[config.mk]
export PLATFORM = sky130hd
export DESIGN_NAME = dds_wave_gen
export DESIGN_NICKNAME = d
export VERILOG_FILES = /design/src/rtl/dds_wave_gen.sv
export SDC_FILE = /design/constraint.sdc
export NUM_CORES = 1
export LEC_CHECK = 0
export ABC_AREA = 1
export CAP_MARGIN = 5
export CELL_PAD_IN_SITES_DETAIL_PLACEMENT = 1
export CELL_PAD_IN_SITES_GLOBAL_PLACEMENT = 2
export CORE_AREA = 2 2 187 97
export DETAILED_ROUTE_END_ITERATION = 10
export DIE_AREA = 0 0 189 99
export HOLD_SLACK_MARGIN = 0.12
export PLACE_DENSITY_LB_ADDON = 0.1
export SLEW_MARGIN = 20
export SYNTH_ARGS = -nofsm -noshare
export SYNTH_HDL_FRONTEND = slang
export SYNTH_SLANG_ARGS = --single-unit
[constraint.sdc]
create_clock -name sys_clk -period 4.4 [get_ports sys_clk]
set_input_delay 0.66 -clock sys_clk [delete_from_list [all_inputs] [get_ports sys_clk]]
set_output_delay 0.66 -clock sys_clk [all_outputs]
set_load 0.01 [all_outputs]
[src/rtl/dds_wave_gen.sv]
// DDS waveform generator: 32-bit phase accumulator feeding a 3-stage
// sample pipeline (accumulator, ROM address, waveform mux/output).
module dds_wave_gen #(
    parameter int ACC_W  = 32,
    parameter int ADDR_W = 12,
    parameter int DATA_W = 8
) (
    input  logic              sys_clk,
    input  logic              sys_rst_n,
    input  logic [3:0]        wave_select,
    input  logic [ACC_W-1:0]  freq_word,
    input  logic [ADDR_W-1:0] phase_word,
    input  logic              en,
    output logic [ADDR_W-1:0] rom_addr,
    input  logic [DATA_W-1:0] rom_data,
    output logic [DATA_W-1:0] dac_data,
    output logic              dac_valid
);

    logic [ACC_W-1:0]  acc;
    logic [3:0]        sel_q;
    logic [3:0]        sel_d1;
    logic [3:0]        sel_d2;
    logic              en_q;
    logic              en_d1;
    logic              en_d2;
    logic [ADDR_W-1:0] a_d;
    logic [DATA_W-1:0] wave;
    logic [DATA_W-1:0] tri_field;
    logic              restart;
    logic              unused_bits;

    assign restart = (wave_select != sel_q);

    // A select change forces phase 0 and takes priority over advancing
    always_ff @(posedge sys_clk or negedge sys_rst_n) begin
        if (!sys_rst_n) begin
            acc   <= '0;
            sel_q <= '0;
            en_q  <= 1'b0;
        end else begin
            if (restart) begin
                acc <= '0;
            end else if (en) begin
                acc <= acc + freq_word;
            end
            sel_q <= wave_select;
            en_q  <= en;
        end
    end

    always_ff @(posedge sys_clk or negedge sys_rst_n) begin
        if (!sys_rst_n) begin
            rom_addr <= '0;
            sel_d1   <= '0;
            en_d1    <= 1'b0;
        end else begin
            rom_addr <= acc[ACC_W-1 -: ADDR_W] + phase_word;
            sel_d1   <= sel_q;
            en_d1    <= en_q;
        end
    end

    // a_d lines up with rom_data, which the ROM returns one cycle late
    always_ff @(posedge sys_clk or negedge sys_rst_n) begin
        if (!sys_rst_n) begin
            a_d    <= '0;
            sel_d2 <= '0;
            en_d2  <= 1'b0;
        end else begin
            a_d    <= rom_addr;
            sel_d2 <= sel_d1;
            en_d2  <= en_d1;
        end
    end

    assign tri_field   = a_d[ADDR_W-2 -: DATA_W];
    assign unused_bits = ^a_d;

    always_comb begin
        wave = '0;
        case (sel_d2)
            4'b0001: wave = rom_data;
            4'b0010: wave = a_d[ADDR_W-1] ? '0 : '1;
            4'b0100: wave = a_d[ADDR_W-1] ? ~tri_field : tri_field;
            4'b1000: wave = a_d[ADDR_W-1 -: DATA_W];
            default: wave = '0;
        endcase
    end

    always_ff @(posedge sys_clk or negedge sys_rst_n) begin
        if (!sys_rst_n) begin
            dac_data  <= '0;
            dac_valid <= 1'b0;
        end else begin
            dac_data  <= wave;
            dac_valid <= en_d2;
        end
    end

endmodule

# Word-level counts from Yosys, hierarchy flattened
# Index checks and enable logic that the tools add are counted.
# W data, S select, Z words.
[totals]
regBits = 80
out_inout_bits = 21
wordCells = 25
[op_classes]
addsub = 2
n_eq_ne = 5
muxes = 5
n_bitwise = 1
reduce_logical = 1
[op_table]
columns = ["cell", "n"]
rows = [
  ["$mux W32", 2],
  ["$add A32 B32 Y32", 1],
  ["$pmux W8 S4", 1],
  ["$mux W8", 2],
  ["$add A12 B12 Y12", 1],
  ["$not A8 Y8", 1],
  ["$eq A4 B1 Y1 const B", 1],
  ["$eq A4 B2 Y1 const B", 1],
  ["$eq A4 B3 Y1 const B", 1],
  ["$eq A4 B4 Y1 const B", 1],
  ["$ne A4 B4 Y1", 1],
  ["$reduce_bool A2 Y1", 1],
]

# Longest topological paths before layout
# Gate-level depths: netlist of run 1.
[logic_depth]
depth_word = 3
ltp_mapped = 13
mapped_depth_nobuf = 13

# Least setup slack after synthesis of run 1
# OpenSTA, ideal clock, no wires.
[synth_path]
path_kind = "in2reg"
start = "input port freq_word[0]"
end = "register acc[16]"
setup_time_ns = 0.119
arrival_ns = 1.907
t_required_ns = 4.281
slack_ns = 2.374
cell_stages = 13
path_buffers = 0
path_cell_list = "ha_1 -> inv_1 -> fa_1 -> inv_1 -> nand3_1 -> nand3_1 -> nand2_1 -> nand2_1 -> nand3_1 -> nand2_1 -> nand2_1 -> nand2_2 -> o21ai_2"
[synth_via]
elab_chain_len = 3
[synth_rtl]
columns = ["element", "line", "source"]
rows = [
  ["start, declared", "11", "input logic [ACC_W-1:0] freq_word,"],
  ["$add A32 B32 Y32", "45", "acc <= acc + freq_word;"],
  ["$mux W32", "44", "end else if (en) begin"],
  ["$mux W32", "42", "if (restart) begin"],
  ["end signal, assigned", "45", ""],
  ["end, declared", "20", "logic [ACC_W-1:0] acc;"],
]
# Every way passes these cells. The select of a mux whose other input is x is not followed.
# A chain may end at the register's enable or synchronous reset.

# Final worst setup path of run 1
[layout_path]
start = "input port freq_word[11]"
end = "register acc[20]"
# The elaborated chain is that of the path after synthesis.

==> results of run 1 <==
==> final timing paths <==
check / cells past startpoint / endpoint
worst min-delay path: 1 / acc[13]$_DFFE_PN0P_
max in group asynchronous: 2 / dac_data[4]$_DFF_PN0_
worst min register to register: 0 / en_d1$_DFF_PN0_
worst max register to register: 9 / acc[20]$_DFFE_PN0P_
min in group sys_clk: 0 / en_d1$_DFF_PN0_
worst max-delay path: 10 / acc[20]$_DFFE_PN0P_
==> metal layers <==
layer	GRT usage (%)	vias to the layer above
met5	0	-
met1	36.1	2569
met3	4.10	15
li1	-	2673
met2	28.4	95
met4	3.91	0
==> registers in the layout, indices dropped and copies added (netlist names) <==
name / cells
en_d2: 1
en_d1: 1
rom_addr: 12
dac_valid: 1
acc: 32
a_d: 9
sel_q: 4
sel_d1: 4
en_q: 1
dac_data: 8
sel_d2: 4
==> placed cells by master (no fill, tap or decap), types with 3 or more instances in the layout <==
cell type	count
o21ai_0	6
nor2_1	58
nand3_1	49
nand4_1	5
nand3b_1	4
o21ai_1	9
clkbuf_16	9
ha_1	42
dfrtp_1	77
clkdlybuf4s50_1	78
a21oi_1	30
and2_1	3
a21o_1	3
or2_2	4
o2111ai_1	6
nand2_1	321
xor2_1	11
inv_1	133
xnor2_1	7
o21ai_2	4
nand2_2	8
==> final cells by class <==
| type | count | area (µm²) | area share [%] |
|---|---|---|---|
| Timing Repair Buffer | 80 | 796 | 11.6 |
| Clock buffer | 9 | 225 | 3.29 |
| Inverter | 136 | 512 | 7.47 |
| Tap cell | 234 | 293 | 4.27 |
| Clock inverter | 7 | 57.6 | 0.840 |
| Sequential cell | 77 | 1930 | 28.1 |
| Multi-Input combinational cell | 590 | 3040 | 44.4 |
==> kinds of logic (layout without fill, tap and decap cells) <==
logic type	after synthesis	in the layout	share of synthesized area (%)
AND/OR/NAND/NOR	461	461	34.5
buffers and inverters	142	232	10.4
flip-flops	77	77	34.8
AO/OA/AOI/OAI	67	67	7.32
adder cells (fa/ha/maj)	44	44	10.2
XOR/XNOR	18	18	2.84
==> report_power, final <==
part | switching (µW) | leakage (µW) | total, µW | internal (µW)
Clock | 351 | 0.000134 | 741 | 391
Combinational | 172 | 0.00262 | 301 | 130
Sequential | 22.9 | 0.000984 | 763 | 740
Total | 545 | 0.00374 | 1810 | 1260
==> worst max-delay path: cells and delay by family <==
family / cells / cell delay [ns]
buffers and inverters: 2 / 0.48
and+or+nand+nor: 6 / 0.79
adders and majority gates: 1 / 0.40
AOI/OAI and AO/OA: 1 / 0.47
==> stage by stage <==
stage	setup WS [ns]	std cells	util [%]	hold WS, ns	power [µW]
CTS	1.88	1133	40.1	0.311	1830
global route	1.68	1133	40.1	0.330	1890
finish	1.83	1133	40.1	0.292	1810
floorplan	2.37	809	-	0.331	914
global placement	1.55	1117	38.5	0.338	1070
detailed placement	1.51	1117	38.5	0.336	1080
==> run summary, run 1 <==
========================================================================================
Top cell type's share of synthesized area                                          34.8%
Top cell type by total area after synthesis                                      dfrtp_1
Worst-path clk slew                                                              0.07 ns
Number of antenna violations at the first check in global routing                      0
Uppermost routed layer                                                              met4
Max VDD drop                                                                    0.172 mV
Post-synthesis average cell area                                                6.85 µm²
Vias in the first global route                                                     5,335
Power per unit of standard cell area                                          264 nW/µm²
Count of inserted antenna diode cells                                                  0
Worst EP arrival                                                                 2.82 ns
Clock insertion delay at the later pin of the skew report                        0.36 ns
Final WL                                                                         19.6 mm
Library cell with the highest instance count after synthesis                     nand2_1
ANT nets after route                                                                   0
Worst R2R Setup Slack                                                            2.18 ns
Most frequent CP cell                                                            nand2_1
# nets final                                                                         997
Share of the clock period used by the worst path                                   58.4%
Cell with the biggest individual delay on the critical path                      a21oi_1
Crit Path Class                                                             input port to flip-flop
First-pass GRT wire length                                                       30.6 mm
Register area share after synthesis                                                34.8%
Worst setup startpoint                                                      freq_word[11]
Wirelength per Cell                                                              17.3 µm
Global route overflow                                                                  0
Average via count per standard cell                                                 4.72
Fill count                                                                         2,169
Routed length on met2                                                            7.13 mm
Number of standard-cell rows in the floorplan                                         34
Outcome                                                                        completed
Met1 Wirelength                                                                  11.4 mm
Fraction of layout cells with a size suffix above 1                                5.01%
Initial cell density of the core                                                   32.5%
Max FO, Critical Path                                                                  5
Distinct cell type count of the synthesized netlist                                   38
Startpoint of the worst-slack reg-to-reg timing path                        acc[11]$_DFFE_PN0P_
Capturing element type of the critical path                                    flip-flop
Pin slew with the least headroom to its limit                                   0.739 ns
Maximum capacitance violations                                                         0
Clock tree buffer depth                                                                2
Post-synthesis to final-layout area growth                                         23.6%
Count of yosys warnings during synthesis                                               0
TritonCTS clock tree                                                                done
Iteration-0 DRC count of the detailed router                                         310
Leading cell types by count after synthesis                                 321 x nand2_1, 133 x inv_1, 77 x dfrtp_1, 58 x nor2_1, 49 x nand3_1
Longest individual stage delay on the worst path                                 0.47 ns
Number of flops mapped to enable cells by yosys                                        0
Hold crit path type                                                         input port to async pin
Fraction of registers with async set/reset                                          100%
Critical path startpoint category                                             input port
Fmax                                                                             389 MHz
Relative max-transition margin                                                     50.3%
Num CTS Buffers                                                                        9
Horiz. Die Dim                                                                    189 µm
Final-report hold violation count                                                      0
Post-layout minimum cycle time                                                   2.57 ns
Req. time, crit path                                                             4.65 ns
Number of storage elements in the synthesis netlist                                   77
Cells traversed along the worst timing path                                 clkdlybuf4s50_1 -> ha_1 -> nand2_1 -> inv_1 -> a21oi_1 -> nand3_2 -> nand2_1 -> nand3b_1 -> nand3_1 -> nand2_1
Routability congestion estimate from global placement                              0.866
Maximum number of pins on one net before global-route repair                          41
Instance area after placement                                                   6570 µm²
Total count of max-transition violations in the final report                           0
Ranking of synthesized cells by area                                        dfrtp_1 35%, nand2_1 22%, ha_1 9.5%
RSZ-0062 raised after global routing                                               false
Endpoints failing setup                                                                0
Remaining design rule violation count                                                  0
Primary flip-flop cell chosen by synthesis mapping                               dfrtp_1
CTS hold repair buffers                                                                0
Die Footprint                                                                 18,700 µm²
Total number of vias                                                               5,352
Detail Route met3 WL                                                              858 µm
Total half-perimeter wirelength after legalization and detailed placement        15.9 mm
Number of setup buffers added after CTS                                                0
Worst setup skew after layout                                                  0.0113 ns
Clk root buf                                                                   clkbuf_16
Mapped Nets                                                                          912
Vertical die dimension                                                             99 µm
Iteration count of the initial detailed-routing pass                                   4
GRT Total Usage                                                                    21.8%
Post-cts sizing count                                                                  0
Final instance area                                                             6850 µm²
Final total negative setup slack                                                    0 ns
I/O pin count                                                                         80
Deepest level of the CTS H-tree                                                        3
Number of buffer cells added on primary ports                                         79
Synthesized area                                                                5540 µm²
Lkg Pwr                                                                       0.00374 µW
Num Clock Sinks                                                                       77
Core Footprint                                                                17,100 µm²
Mapped Cells                                                                         809
========================================================================================
No activity file was read; power rests on OpenSTA's default activity.
==> run 2: changes to the inputs <==
--- a/config.mk
+++ b/config.mk
@@ -9,9 +9,9 @@
 export CAP_MARGIN = 5
 export CELL_PAD_IN_SITES_DETAIL_PLACEMENT = 1
 export CELL_PAD_IN_SITES_GLOBAL_PLACEMENT = 2
-export CORE_AREA = 2 2 187 97
+export CORE_AREA = 2 2 193 100
 export DETAILED_ROUTE_END_ITERATION = 10
-export DIE_AREA = 0 0 189 99
+export DIE_AREA = 0 0 195 102
 export HOLD_SLACK_MARGIN = 0.12
 export PLACE_DENSITY_LB_ADDON = 0.1
 export SLEW_MARGIN = 20
==> constraint.sdc (replaced) <==
create_clock -name sys_clk -period 2.4 [get_ports sys_clk]
set_input_delay 0.36 -clock sys_clk [delete_from_list [all_inputs] [get_ports sys_clk]]
set_output_delay 0.36 -clock sys_clk [all_outputs]
set_load 0.01 [all_outputs]
==> run 2 against run 1 <==
Effect of this change:
- sequential power increased by 82%
- register-to-register slack got worse by 1.8 ns
- flip-flop and latch count stayed put
- count of clock-buffer cells in the layout stayed put
- sequential share of layout area shrank 1.1 points
- critical endpoint is now acc[28]$_DFFE_PN0P_
==> run summary, run 2 (synthesized netlist as in run 1, its figures left out) <==
========================================================================================
Remaining design rule violation count                                                  0   unchanged
GRT Total Usage                                                                    18.8%   -3.0 points
Capturing element type of the critical path                                    flip-flop
I/O pin count                                                                         80   unchanged
Worst-path clk slew                                                              0.07 ns   about the same
Clock insertion delay at the later pin of the skew report                        0.35 ns   about the same
Critical path startpoint category                                             input port
Total number of vias                                                               5,218   -2.5%
Average via count per standard cell                                                 4.47   -5.3%
Outcome                                                                        completed
Number of standard-cell rows in the floorplan                                         35   +2.9%
Count of inserted antenna diode cells                                                  0   unchanged
Fraction of layout cells with a size suffix above 1                                7.77%   +2.8 points
Num CTS Buffers                                                                        9   unchanged
Die Footprint                                                                 19,900 µm²   +6.3%
Lkg Pwr                                                                       0.00391 µW   +4.5%
Final instance area                                                             7130 µm²   +4.1%
Iteration count of the initial detailed-routing pass                                   4   unchanged
Worst EP arrival                                                                 2.27 ns   -0.55 ns
Largest register FFs                                                                  32   unchanged
Global route overflow                                                                  0   unchanged
Share of the clock period used by the worst path                                   84.7%
ANT nets after route                                                                   0   unchanged
Wirelength per Cell                                                              15.0 µm   -13%
Instance area after placement                                                   6810 µm²   +3.8%
Req. time, crit path                                                             2.64 ns   -2.01 ns
Post-synthesis to final-layout area growth                                         28.7%
Crit Path Class                                                             input port to flip-flop
Maximum capacitance violations                                                         0   unchanged
Total half-perimeter wirelength after legalization and detailed placement        14.4 mm   -9.8%
Final cell count without fillers                                                   1,167   +3.0%
Pin slew with the least headroom to its limit                                   0.739 ns   +0.0000416 ns
Number of placed instances with taps included                                      1,150   +3.0%
Maximum number of pins on one net before global-route repair                          40   -2.4%
Post-cts sizing count                                                                  0   unchanged
Final-report hold violation count                                                      0   unchanged
Endpoints failing setup                                                                0   unchanged
Clock tree buffer depth                                                                2   unchanged
Worst-case hold path end point                                              sel_d2[0]$_DFF_PN0_
Fmax                                                                             492 MHz
Register bank with the most flops                                                    acc
Total count of max-transition violations in the final report                           0   unchanged
Power per unit of standard cell area                                          479 nW/µm²   +82%
Number of buffer cells added on primary ports                                         79   unchanged
Num Clock Sinks                                                                       77   unchanged
Vias in the first global route                                                     5,466   +2.5%
Post-layout worst setup margin                                                  0.367 ns   -1.46 ns
Iteration-0 DRC count of the detailed router                                         196   -37%
Max FO, Critical Path                                                                  3   -2
Core Footprint                                                                18,100 µm²   +6.3%
Final WL                                                                         17.5 mm   -11%
RSZ-0062 raised after global routing                                               false
Routability congestion estimate from global placement                              0.814   -6.0%
Max VDD drop                                                                    0.317 mV   +84%
Worst setup skew after layout                                                 0.00922 ns   -0.00205 ns
Startpoint of the worst-slack reg-to-reg timing path                        acc[23]$_DFFE_PN0P_
Largest regs                                                                acc x32, rom_addr x12, a_d x9
Post-layout utilization of the core                                                39.3%   -0.83 points
Vertical die dimension                                                            102 µm   +3.0%
Horiz. Die Dim                                                                    195 µm   +3.2%
Reg-to-reg endpoint                                                         acc[25]$_DFFE_PN0P_
Worst slack, placed                                                           -0.0251 ns   -1.53 ns
TritonCTS clock tree                                                                done
# nets final                                                                       1,025   +2.8%
Most frequent standard cell in the layout excluding fill and tap cells           nand2_1
Initial cell density of the core                                                   30.6%   -1.9 points
Commonest non-fill, non-tap cells in the layout                             321 x nand2_1, 133 x inv_1, 78 x clkdlybuf4s50_1
Deepest level of the CTS H-tree                                                        3   unchanged
Start point of the worst hold path                                          sel_d1[0]$_DFF_PN0_
Worst R2R Setup Slack                                                            0.40 ns   -1.78 ns
Number of antenna violations at the first check in global routing                      0   unchanged
Hold path cells                                                                        0
First-pass GRT wire length                                                       28.5 mm   -6.9%
Clk root buf                                                                   clkbuf_16
Post-layout minimum cycle time                                                   2.03 ns
Final total negative setup slack                                                    0 ns   unchanged
Hold crit path type                                                         flip-flop to flip-flop
Number of cell instances on the worst register-to-register path                       10   +1
Relative max-transition margin                                                     50.3%   about the same
========================================================================================
[run 2: cell count changes in the layout (fill, tap and decap cells not counted), sizes merged]
cell and change:
inv +1, clkinvlp -1, bufinv +1, clkinv -1, dlygate4sd3 +1, buf +27
[run 2: cell type report]
cell class                 instances  area [µm²]
inverter                         136         512
clock buffer                       9         225
fill                            2294       11000
multi-input combinational        590        3040
clock inverter                     7        80.1
tap                              240         300
sequential                        77        1930
timing repair buffer             108        1050
[run 2: stage by stage]
step           hold WS [ns]  total power (µW)
2_1_floorplan        0.0644              1680
3_3_place_gp          0.226              1970
3_5_place_dp          0.227              1980
4_1_cts               0.353              3480
5_1_grt               0.358              3590
6_report              0.350              3420
[run 2: timing repair]
action,CTS,global route
hold buffers,1,0
buffers inserted,0,0
endpoints found under the hold margin,12,0
[run 2: metal layers]
metal | global-route usage (%) | wire length, µm | share of wire, % | vias up
li1 | - | - | - | 2739
met1 | 25.3 | 9010 | 51 | 2411
met2 | 32.4 | 7920 | 45 | 60
met3 | 3.50 | 485 | 2.8 | 8
met4 | 2.99 | 88 | 0.50 | 0
met5 | 0 | 0 | 0 | -
[run 2: critical path, stage by stage]
cell and delay, ns:
clkdlybuf4s50_1 0.46, ha_1 0.18, inv_1 0.06, fa_1 0.38
inv_1 0.10, nand3_1 0.07, nand3_1 0.11, nand3_1 0.10
nand3_2 0.13, nand2_1 0.09, nand2_1 0.07, nand2_1 0.05
nand3_1 0.06, nand2_1 0.05
[run 2: worst max-delay path by stage]
| stage | startpoint | to | slack, ns |
|---|---|---|---|
| floorplan | freq_word[0] | acc[16]$_DFFE_PN0P_ | 0.67 |
| global placement | freq_word[7] | acc[27]$_DFFE_PN0P_ | 0.03 |
| detailed placement | freq_word[0] | acc[16]$_DFFE_PN0P_ | -0.03 |
| CTS | freq_word[0] | acc[16]$_DFFE_PN0P_ | 0.34 |
| global route | freq_word[0] | acc[16]$_DFFE_PN0P_ | 0.16 |
| finish | freq_word[0] | acc[28]$_DFFE_PN0P_ | 0.37 |
[run 2: report_power, final]
group          switching, µW  leakage [µW]  internal [µW]
logic                    294       0.00278            261
registers               34.3      0.000984           1360
clock network            648      0.000149            824
total                    977       0.00391           2440
==> run 3: changes to the inputs <==
--- a/config.mk
+++ b/config.mk
@@ -9,9 +9,9 @@
 export CAP_MARGIN = 5
 export CELL_PAD_IN_SITES_DETAIL_PLACEMENT = 1
 export CELL_PAD_IN_SITES_GLOBAL_PLACEMENT = 2
-export CORE_AREA = 2 2 193 100
+export CORE_AREA = 2 2 202 105
 export DETAILED_ROUTE_END_ITERATION = 10
-export DIE_AREA = 0 0 195 102
+export DIE_AREA = 0 0 204 107
 export HOLD_SLACK_MARGIN = 0.12
 export PLACE_DENSITY_LB_ADDON = 0.1
 export SLEW_MARGIN = 20
==> constraint.sdc (replaced) <==
create_clock -name sys_clk -period 1.7 [get_ports sys_clk]
set_input_delay 0.255 -clock sys_clk [delete_from_list [all_inputs] [get_ports sys_clk]]
set_output_delay 0.255 -clock sys_clk [all_outputs]
set_load 0.01 [all_outputs]
==> run 3 against run 2 <==
Effect of this change:
- the run now ends with setup timing left
- worst hold slack hardly changed
- largest power group is now sequential cells
- utilization rose by 7.5 points
- cell area rose by 32%
- count of clock-buffer cells in the layout increased by 2
- clock power up 29%
- sequential power rose by 42%
- clock skew up 0.0013 ns
- global-route usage increased by 2.8 points
==> run summary, run 3 (synthesized netlist as in run 1, its figures left out) <==
========================================================================================
Deepest level of the CTS H-tree                                                        3   unchanged
Total half-perimeter wirelength after legalization and detailed placement        18.1 mm   +26%
Maximum capacitance violations                                                         0   unchanged
Total number of vias                                                               6,004   +15%
Wirelength per Cell                                                              17.8 µm   +18%
Register bank with the most flops                                                    acc
Startpoint of the worst-slack reg-to-reg timing path                        acc[22]$_DFFE_PN0P_
Share of the clock period used by the worst path                                    109%
Reg power frac                                                                     38.5%   -2.2 points
Most Crowded Layer GR                                                               met1
Post-layout minimum cycle time                                                   1.84 ns
First-pass GRT wire length                                                       35.3 mm   +24%
Start point of the worst hold path                                          en_q$_DFF_PN0_
Global route overflow                                                                  0   unchanged
Hold crit path type                                                         flip-flop to flip-flop
Commonest non-fill, non-tap cells in the layout                             211 x nand2_1, 119 x inv_1, 113 x buf_4
I/O pin count                                                                         80   unchanged
Worst R2R Setup Slack                                                           -0.14 ns   -0.54 ns
Post-layout worst setup margin                                                 -0.145 ns   -0.512 ns
TritonCTS clock tree                                                                done
Hold path cells                                                                        0   unchanged
Net Switching                                                                    1570 µW   +61%
Reg-to-reg endpoint                                                         rom_addr[11]$_DFF_PN0_
Max FO, Critical Path                                                                  4   +1
Clock insertion delay at the later pin of the skew report                        0.35 ns   about the same
Num Clock Sinks                                                                       77   unchanged
Iteration count of the initial detailed-routing pass                                   4   unchanged
Worst-case hold path end point                                              en_d1$_DFF_PN0_
Fill count                                                                         2,403   +4.8%
Worst EP arrival                                                                 2.06 ns   -0.21 ns
Comb pwr share                                                                     24.3%   +8.1 points
M2 GR Usage                                                                        30.6%   -1.8 points
Largest regs                                                                acc x32, rom_addr x12, a_d x9
Outcome                                                                     finished with violations
Area taken by multi-input logic gates                                           4350 µm²   +43%
Fmax                                                                             542 MHz
Met3 Resource Use GR                                                               3.25%   -0.25 points
Failing checks                                                              setup timing
Total count of max-transition violations in the final report                           0   unchanged
Maximum number of pins on one net before global-route repair                          37   -7.5%
Final total negative setup slack                                                -1.68 ns   -1.68 ns
Endpoints failing setup                                                               26   +26
Clock group share of total power                                                   37.1%   -6.0 points
ANT nets after route                                                                   0   unchanged
Post-layout utilization of the core                                                46.8%   +7.5 points
Lkg Pwr                                                                       0.00469 µW   +20%
Fraction of layout cells with a size suffix above 1                                40.8%   +33 points
Relative max-transition margin                                                     61.1%   +11 points
Critical path startpoint category                                              flip-flop
Clock tree buffer depth                                                                2   unchanged
RSZ-0062 raised after global routing                                                true
Worst setup skew after layout                                                  0.0106 ns   +0.00133 ns
Vias in the first global route                                                     6,207   +14%
Vertical die dimension                                                            107 µm   +4.9%
Max VDD drop                                                                    0.408 mV   +29%
Routability congestion estimate from global placement                              0.912   +12%
Count of inserted antenna diode cells                                                  0   unchanged
Post-synthesis to final-layout area growth                                         69.7%
Most frequent standard cell in the layout excluding fill and tap cells           nand2_1
Final-report hold violation count                                                      0   unchanged
Req. time, crit path                                                             1.92 ns   -0.72 ns
Area occupied by registers                                                      1930 µm²   +0.32%
Number of antenna violations at the first check in global routing                      0   unchanged
Number of standard-cell rows in the floorplan                                         37   +5.7%
Switching power as a share of total power                                          30.6%   +2.1 points
Total power                                                                      5130 µW   +50%
Core Footprint                                                                20,100 µm²   +11%
Pint                                                                             3560 µW   +46%
GRT Total Usage                                                                    21.6%   +2.8 points
Horiz. Die Dim                                                                    204 µm   +4.6%
Worst slack, placed                                                            -0.715 ns   -0.690 ns
Largest register FFs                                                                  32   unchanged
Power per unit of standard cell area                                          545 nW/µm²   +14%
Number of buffer cells added on primary ports                                         79   unchanged
Remaining design rule violation count                                                  0   unchanged
Initial cell density of the core                                                   27.6%   -3.0 points
Number of placed instances with taps included                                      1,267   +10%
# nets final                                                                       1,134   +11%
Capturing element type of the critical path                                    flip-flop
Pin slew with the least headroom to its limit                                   0.583 ns   -0.156 ns
Iteration-0 DRC count of the detailed router                                         275   +40%
Number of cell instances on the worst register-to-register path                       10   unchanged
Crit Path Class                                                             flip-flop to flip-flop
Final WL                                                                         23.3 mm   +33%
Average via count per standard cell                                                 4.59   +2.6%
Worst-path clk slew                                                              0.07 ns   about the same
Die Footprint                                                                 21,800 µm²   +9.7%
Num CTS Buffers                                                                        9   unchanged
Final cell count without fillers                                                   1,309   +12%
Clk root buf                                                                   clkbuf_16
Met1 track utilization from global routing                                         34.6%   +9.3 points
========================================================================================
==> run 3: cell type report <==
| class | instances | area share [%] |
|---|---|---|
| inverters | 136 | 5.52 |
| clock buffers | 11 | 2.58 |
| repair buffers | 217 | 21.1 |
| well taps | 273 | 3.63 |
| multi-input cells | 590 | 46.3 |
| flip-flops and latches | 77 | 20.6 |
| clock inverters | 5 | 0.373 |
==> run 3: how the worst max path moves through the flow <==
stage,slack [ns],from,depth (start not counted),endpoint
2_1_floorplan,0.0005,acc[0]$_DFFE_PN0P_,13,acc[16]$_DFFE_PN0P_
3_3_place_gp,-0.67,freq_word[10],11,acc[11]$_DFFE_PN0P_
3_5_place_dp,-0.72,freq_word[10],12,acc[27]$_DFFE_PN0P_
4_1_cts,-0.11,acc[0]$_DFFE_PN0P_,13,acc[26]$_DFFE_PN0P_
5_1_grt,-0.23,acc[0]$_DFFE_PN0P_,13,acc[26]$_DFFE_PN0P_
6_report,-0.14,acc[22]$_DFFE_PN0P_,10,rom_addr[11]$_DFF_PN0_
==> run 3: power groups by stage <==
stage | registers [µW] | logic (µW) | clock network [µW]
final | 1980 | 1250 | 1900
after global routing | 1990 | 1340 | 2030
after CTS | 1980 | 1110 | 1970
after detailed placement | 2010 | 947 | 0
after global placement | 2000 | 925 | 0
after floorplan | 2010 | 360 | 0
==> run 3: through the flow <==
step | instance area (µm²) | hold WS (ns)
2_1_floorplan | 5540 | -0.0406
3_3_place_gp | 7510 | 0.289
3_5_place_dp | 7510 | 0.291
4_1_cts | 8700 | 0.351
5_1_grt | 9400 | 0.347
6_report | 9400 | 0.350
==> run 3: per-layer routing <==
metal | vias up | share of wire (%)
met4 | 0 | 0.52
met5 | - | 0
met3 | 12 | 3.3
met1 | 2951 | 56
met2 | 95 | 41
li1 | 2946 | -
==> run 3: critical path, stage by stage (launching register included) <==
cell and delay (ns):
dfrtp_2 0.46, buf_6 0.14, ha_4 0.23, a21oi_2 0.14, nand2_2 0.10, a21oi_2 0.15, buf_4 0.15, inv_2 0.04
nand2_2 0.05, nand2_2 0.10, xor2_1 0.16
==> run 3: what timing repair did <==
item,CTS,global route
pin swaps,35,71
resized for setup,186,159
hold buffers,1,0
setup endpoints to repair,35,33
buffers inserted,11,14
endpoints found under the hold margin,32,0
